### src/rtl/rf_wr_arbiter.sv
// Register-file write-port arbiter: WB stage has priority, MDU results queue in a FIFO
// and drain in idle slots or a forced stall slot. Optional pending-write lookup: RF_ARB_PEND_CHECK_EN.
module rf_wr_arbiter #(
  parameter int FIFO_DEPTH = 2,
  parameter int MAX_WAIT   = 4
) (
  input  logic        clk,
  input  logic        rst,
  input  logic        wb_valid,
  input  logic [4:0]  wb_rd,
  input  logic [31:0] wb_data,
  output logic        wb_ready,
  output logic        stall_o,
  input  logic        mdu_valid,
  input  logic [4:0]  mdu_rd,
  input  logic [31:0] mdu_data,
  output logic        mdu_ready,
  output logic        RFWr,
  output logic [4:0]  A3,
  output logic [31:0] WD
`ifdef RF_ARB_PEND_CHECK_EN
  ,
  input  logic [4:0]  chk_a1,
  input  logic [4:0]  chk_a2,
  output logic        pend_hit1,
  output logic        pend_hit2
`endif
);

  localparam int PTR_W = $clog2(FIFO_DEPTH);
  localparam int OCC_W = PTR_W + 1;
  localparam int CNT_W = $clog2(MAX_WAIT + 1);
  localparam logic [OCC_W-1:0] OCC_FULL = OCC_W'(FIFO_DEPTH);
  localparam logic [CNT_W-1:0] CNT_MAX  = CNT_W'(MAX_WAIT);

  typedef enum logic [0:0] {ARB, FORCE} state_t;

  state_t            state_q, state_d;
  logic [CNT_W-1:0]  cnt_q, cnt_d, cnt_inc;
  logic [PTR_W-1:0]  wr_ptr_q, rd_ptr_q;
  logic [OCC_W-1:0]  count_q;
  logic [4:0]        mem_rd   [FIFO_DEPTH];
  logic [31:0]       mem_data [FIFO_DEPTH];

  logic        fifo_empty, fifo_full, push, pop, grant;
  logic [4:0]  grant_rd;
  logic [31:0] grant_data;

  // Occupancy is the registered count only, so a same-cycle pop never frees a slot
  // and a same-cycle push is never visible to the arbiter (no fall-through).
  assign fifo_empty = (count_q == '0);
  assign fifo_full  = (count_q == OCC_FULL);
  assign mdu_ready  = !fifo_full;
  assign push       = mdu_valid && mdu_ready;

  always_comb begin
    // NOTE: every signal driven here gets a default first so no path leaves it unassigned (no latch).
    state_d    = state_q;
    cnt_d      = cnt_q;
    cnt_inc    = cnt_q + CNT_W'(1);
    wb_ready   = 1'b1;
    stall_o    = 1'b0;
    grant      = 1'b0;
    pop        = 1'b0;
    grant_rd   = wb_rd;
    grant_data = wb_data;
    case (state_q)
      ARB: begin
        if (wb_valid) begin
          grant = 1'b1;
          if (!fifo_empty) begin
            cnt_d = cnt_inc;
            if (cnt_inc == CNT_MAX) begin
              state_d = FORCE;
              cnt_d   = '0;
            end
          end
        end else if (!fifo_empty) begin
          grant      = 1'b1;
          pop        = 1'b1;
          grant_rd   = mem_rd[rd_ptr_q];
          grant_data = mem_data[rd_ptr_q];
          cnt_d      = '0;
        end
      end
      FORCE: begin
        stall_o  = 1'b1;
        wb_ready = 1'b0;
        if (!fifo_empty) begin
          grant      = 1'b1;
          pop        = 1'b1;
          grant_rd   = mem_rd[rd_ptr_q];
          grant_data = mem_data[rd_ptr_q];
        end
        cnt_d   = '0;
        state_d = ARB;
      end
      default: state_d = ARB;
    endcase
  end

  // NOTE: state registers use non-blocking assignments so all flops update from pre-edge values.
  always_ff @(posedge clk or posedge rst) begin
    if (rst) begin
      state_q  <= ARB;
      cnt_q    <= '0;
      wr_ptr_q <= '0;
      rd_ptr_q <= '0;
      count_q  <= '0;
    end else begin
      state_q <= state_d;
      cnt_q   <= cnt_d;
      if (push) wr_ptr_q <= wr_ptr_q + PTR_W'(1);
      if (pop)  rd_ptr_q <= rd_ptr_q + PTR_W'(1);
      case ({push, pop})
        2'b10:   count_q <= count_q + OCC_W'(1);
        2'b01:   count_q <= count_q - OCC_W'(1);
        default: count_q <= count_q;
      endcase
    end
  end

  // NOTE: storage is not reset; the pointers and count define which entries are valid.
  always_ff @(posedge clk) begin
    if (push) begin
      mem_rd[wr_ptr_q]   <= mdu_rd;
      mem_data[wr_ptr_q] <= mdu_data;
    end
  end

  // A grant to rd 0 consumes the slot but never asserts the write enable.
  always_ff @(posedge clk or posedge rst) begin
    if (rst) begin
      RFWr <= 1'b0;
      A3   <= '0;
      WD   <= '0;
    end else begin
      RFWr <= grant && (grant_rd != 5'd0);
      if (grant) begin
        A3 <= grant_rd;
        WD <= grant_data;
      end
    end
  end

`ifdef RF_ARB_PEND_CHECK_EN
  logic [PTR_W-1:0] off;
  logic             entry_valid;

  always_comb begin
    pend_hit1   = RFWr && (A3 == chk_a1);
    pend_hit2   = RFWr && (A3 == chk_a2);
    off         = '0;
    entry_valid = 1'b0;
    for (int i = 0; i < FIFO_DEPTH; i++) begin
      off         = PTR_W'(i) - rd_ptr_q;
      entry_valid = ({1'b0, off} < count_q);
      if (entry_valid && (mem_rd[i] == chk_a1)) pend_hit1 = 1'b1;
      if (entry_valid && (mem_rd[i] == chk_a2)) pend_hit2 = 1'b1;
    end
    if (chk_a1 == 5'd0) pend_hit1 = 1'b0;
    if (chk_a2 == 5'd0) pend_hit2 = 1'b0;
  end
`endif

endmodule

### config.mk
export PLATFORM = sky130hd
export DESIGN_NAME = rf_wr_arbiter
export DESIGN_NICKNAME = d
export VERILOG_FILES = /design/src/rtl/rf_wr_arbiter.sv
export SDC_FILE = /design/constraint.sdc
export NUM_CORES = 1
export LEC_CHECK = 0
export BUFFER_PORTS_ARGS = -buffer_cell sky130_fd_sc_hd__buf_4
export CAP_MARGIN = 20
export CELL_PAD_IN_SITES_DETAIL_PLACEMENT = 1
export CELL_PAD_IN_SITES_GLOBAL_PLACEMENT = 2
export CORE_UTILIZATION = 35
export DETAILED_ROUTE_END_ITERATION = 8
export PLACE_DENSITY_LB_ADDON = 0.1
export SLEW_MARGIN = 20
export SYNTH_ARGS = -nofsm -noshare
export SYNTH_HDL_FRONTEND = slang
export SYNTH_SLANG_ARGS = --single-unit
### constraint.sdc
create_clock -name clk -period 3.7 [get_ports clk]
set_input_delay 0.925 -clock clk [delete_from_list [all_inputs] [get_ports clk]]
set_output_delay 0.925 -clock clk [all_outputs]
set_load 0.01 [all_outputs]
# Word level (Yosys, flattened, before mapping)
# Memories as Yosys holds them, arrays and structs flattened.
# Cells that the tools add are included.
[totals]
ram_bits = 74
out_inout_bits = 41
mem_count = 2
inputBits = 78
ff_bits = 46
[memory_table]
columns = ["memory", "depth", "word_bits", "read_ports", "rd_ports_with_merged_regs", "wr", "line_no", "text"]
rows = [
  ["mem_data", 2, 32, 1, 0, 1, "43", "logic [31:0] mem_data [FIFO_DEPTH];"],
  ["mem_rd", 2, 5, 1, 0, 1, "42", "logic [4:0] mem_rd [FIFO_DEPTH];"],
]
[classes]
n_addsub = 5
muxes = 25
bitwise_logic = 1
n_reduce_logical = 6
eq_ne = 5
[op_table]
columns = ["operator", "n"]
rows = [
  ["32-bit two-way mux", 2],
  ["32-bit one-hot mux with 2 select lines", 1],
  ["3-bit two-way mux", 4],
  ["1-bit two-way mux", 10],
  ["5-bit two-way mux", 2],
  ["5-bit one-hot mux with 2 select lines", 1],
  ["1-bit one-hot mux with 2 select lines", 3],
  ["3-bit one-hot mux with 2 select lines", 1],
  ["5-bit nonzero test", 1],
  ["2-bit == test, second input constant", 2],
  ["2-bit one-hot mux with 2 select lines", 1],
  ["3-bit by 1-bit adder with 3-bit output, second input constant", 1],
  ["3-bit == test, second input constant", 1],
  ["1-bit adder, second input constant", 2],
  ["2-bit by 1-bit adder with 2-bit output, second input constant", 1],
  ["2-bit by 1-bit == test with 1-bit output, second input constant", 1],
  ["1-bit logical AND", 2],
  ["2-bit zero test", 1],
  ["2-bit inequality test, second input constant", 1],
  ["2-bit nonzero test", 1],
  ["2-bit by 1-bit subtractor with 2-bit output, second input constant", 1],
  ["1-bit zero test", 1],
  ["1-bit NOT", 1],
]

# Depth between registers and ports, before layout
[logic_depth]
depth_word = 6
depth_mapped = 8
depth_no_buf = 7

# Worst setup path before layout
# Ideal clock, no wire load.
[synth_path]
path_type = "input -> register"
startpoint = "input port mdu_valid"
endpoint = "memory mem_data[0][0] (enable)"
t_arrival_ns = 2.583
n_path_buf = 0
setup_slack_ns = 0.686
path_stages = 2
cell_sequence = "nand2_1 nor2_1"
[synth_between]
elab_chain_len = 3
[synth_rtl]
columns = ["element", "line_no", "text"]
rows = [
  ["from (decl)", "14", "input logic mdu_valid,"],
  ["1-bit logical AND", "54", "assign push = mdu_valid && mdu_ready;"],
  ["1-bit two-way mux", "125", "if (push) begin"],
  ["1-bit two-way mux (implied by the code)", "127", "mem_data[wr_ptr_q] <= mdu_data;"],
  ["to (decl)", "43", ""],
]
# No other way between the ends.

# Final worst setup path
[layout_path]
startpoint = "register count_q[0]"
endpoint = "output port mdu_ready"
[layout_between]
elab_chain_len = 2
[layout_rtl]
columns = ["element", "line_no", "text"]
rows = [
  ["from (decl)", "41", "logic [OCC_W-1:0] count_q;"],
  ["from (signal assigned)", "116", "2'b10: count_q <= count_q + OCC_W'(1);"],
  ["from (signal assigned)", "117", "2'b01: count_q <= count_q - OCC_W'(1);"],
  ["from (signal assigned)", "118", "default: count_q <= count_q;"],
  ["2-bit == test", "52", "assign fifo_full = (count_q == OCC_FULL);"],
  ["1-bit zero test", "53", "assign mdu_ready = !fifo_full;"],
  ["to (decl)", "17", "output logic mdu_ready,"],
]
# No other way between the ends.

==> results.md <==
* Warnings from Yosys at 0
* FP Rows at between 40 and 50
* Initial antenna violation count at 0
* Hpwl dp at approximately 7100 um
* RSZ-0062 raised after global routing: no
* Worst setup EP type: output port
* Final setup fails at 0
* Ys flop type: edfxtp_1
* Number of H-tree levels at 4
* Final #Nets at 567
* Drt drc at 0
* CTS root buf: clkbuf_16
* # hold bufs at CTS at 0
* Placeable core region at 13300 sq um
* TritonCTS clock tree: done
* Max-Cap Viols at 0
* Number of synthesized flops with an enable pin at 74
* WP data arrival at 1.23 ns
* Syn Area/Cell at 13.1 sq um
* FMAX at 464 MHz
* Die footprint at roughly 14000 sq um
* Antenna diode count at 0
* R2R Path Start: count_q[0]
* Maximum clock path buffer count at 2
* Sink Count at 120
* Mapped Area at roughly 4800 sq um
* P_leak at between 0.002 and 0.003 uW
* Largest net degree at the start of global routing at 50
* Hold Path End: A3[1]
* Post-layout utilization of the core at 0.480
* Layout Cells excl Fill at 674
* Startpoint Class: flop
* Post-DRT Antenna Nets at 0
* DR WL/cell at between 15 and 20 um
* CP max FO at 5
* DR vias/cell at 4.73
* Routed vias at 3185
* Die Y at between 100 and 150 um
* Number of global-route vias before repair at 3477
* Drt initial violations at 119
* Worst skew pair latency at 0.41 ns
* Global-route wire length before repair at 17800 um
* Yosys reg bits at 120
* GRT overflow at 0
* Synth Net Count at approximately 450
* Final hold vios at 0
* Layout cell share with drive strength beyond 1 at 0.311
* Max-slew violations at 0
* Post-cts resize count at 0
* Initial Utilization at 0.360
* Tot GR Track Use at 0.168
* Sequential area share after synthesis at 0.705
* Cts bufs inserted at 17
* Setup TNS at 0 ns
* Worst reg2reg setup slack at 1.57 ns
* Status: finished clean
* Post-synth ARST share at 0.383
* Ports at 119
* Peak supply drop at 0.000349 V
* Post-Synthesis Cells at 364
* Period Utilization, post-route at 0.582
* Chip width at 119 um
* Placed cells at roughly 640
* 1st-pass router iterations at 4
* Setup Buffers After CTS at 0
* Routed WL at 11000 um
* Worst rel slew slack at 0.386
* Post-layout min period at 2.15 ns
* HP Start: A3[1]
* Pwr/cell area at 800 nW/um^2
* R2r endpoint: mem_data[0][12]
* Reg clk slew, reported paths at 0.05 ns
* Worst slew pin tran at about 0.92 ns
* Placer Congestion at 0.702
* P&R area growth vs syn at 33.3%
* WHS Path Cells at 2
* Hold WC Path Type: flop to flop
* Worst Path Required at between 2 and 3 ns
* Worst R2R Path Depth at 4
* PortBufs at 118
* Critical path class: flop to output port
* Clock skew at 0.00573 ns
* Library cells used by synthesis at 28
==> worst max-delay path, stage by stage (launching register included) <==
cell and delay (ns):
dfrtp_1 0.45, nand2b_1 0.21, buf_4 0.16
==> per-layer routing <==
metal	vias to the layer above	global-route usage	wire length, um
met5	-	0	0
met1	1549	0.201	4770
met2	84	0.277	5530
met4	0	0.0823	215
met3	19	0.0493	520
li1	1533	-	-
==> state kept, by name, summed over array words and instances, names as in the netlist <==
name and count:
cnt_q 3, state_q 1, count_q 2, RFWr 1
A3 5, WD 32, mem_data 64, wr_ptr_q 1
mem_rd 10, rd_ptr_q 1
==> final cells by class <==
cell class                 count  area [sq um]
sequential                   120          3370
clock buffer                  17           425
multi-input combinational    218          1270
inverter                       5          20.0
timing repair buffer         123           923
tap                          176           220
clock inverter                15           140
fill                        1384          6920
==> cell usage in the layout, fill, tap and decap left out, types with 2 or more instances in the layout <==
| master | n |
|---|---|
| o21ai_0 | 33 |
| nor2_1 | 36 |
| o21ai_1 | 4 |
| nor3_1 | 6 |
| nand3_1 | 2 |
| nand2_1 | 41 |
| clkinv_2 | 5 |
| dfrtp_1 | 45 |
| inv_1 | 4 |
| clkbuf_16 | 17 |
| nor2_4 | 2 |
| clkinv_1 | 8 |
| nand2b_1 | 2 |
| mux2i_1 | 37 |
| edfxtp_1 | 74 |
| ha_1 | 4 |
| buf_4 | 123 |
| xnor2_1 | 4 |
| bufinv_16 | 3 |
| a21oi_1 | 37 |
==> cell families after synthesis <==
group / count (synthesis) / share of synthesized area
flip-flops: 120 / 0.705
AO/OA/AOI/OAI: 78 / 0.0850
AND/OR/NAND/NOR: 94 / 0.0810
multiplexers: 37 / 0.0774
adder cells (fa/ha/maj): 4 / 0.0105
buffers and inverters: 26 / 0.0322
XOR/XNOR: 5 / 0.00915
==> power by group <==
group          total (uW)  leakage (uW)  switching, uW  internal (uW)
clock network        1590      0.000280            557           1030
logic                1440       0.00118            800            643
registers            2070       0.00124            226           1840
==> worst max path at each step <==
stage / startpoint / end / slack, ns / depth (start not counted)
global placement: mdu_valid / mem_data[0][8] / 1.24 / 4
detailed placement: mdu_valid / mem_data[0][8] / 1.19 / 4
finish: count_q[0] / mdu_ready / 1.55 / 2
global route: count_q[0] / mem_data[0][5] / 1.39 / 4
CTS: count_q[0] / mem_data[0][5] / 1.51 / 4
floorplan: mdu_valid / mem_data[0][0] / 0.69 / 2
==> cell usage after synthesis (5+ instances only) <==
cell type / n / area [sq um]
dfrtp_1: 46 / 1150
o21ai_0: 33 / 165
nor3_1: 6 / 30.0
edfxtp_1: 74 / 2220
inv_1: 5 / 18.8
a21oi_1: 37 / 185
buf_6: 5 / 56.3
buf_2: 9 / 45.0
nand2_1: 41 / 154
clkbuf_1: 5 / 18.8
mux2i_1: 37 / 370
nor2_1: 37 / 139
==> stage by stage <==
stage,cell area (sq um),worst slack [ns],hold slack (ns),total power (uW)
after floorplan,4790,0.686,0.460,3000
final,6380,1.55,0.481,5100
after global routing,6380,1.39,0.527,5410
after global placement,5810,1.24,0.466,3530
after CTS,6380,1.51,0.488,5190
after detailed placement,5810,1.19,0.476,3570
(Power assumes the default switching activity.)
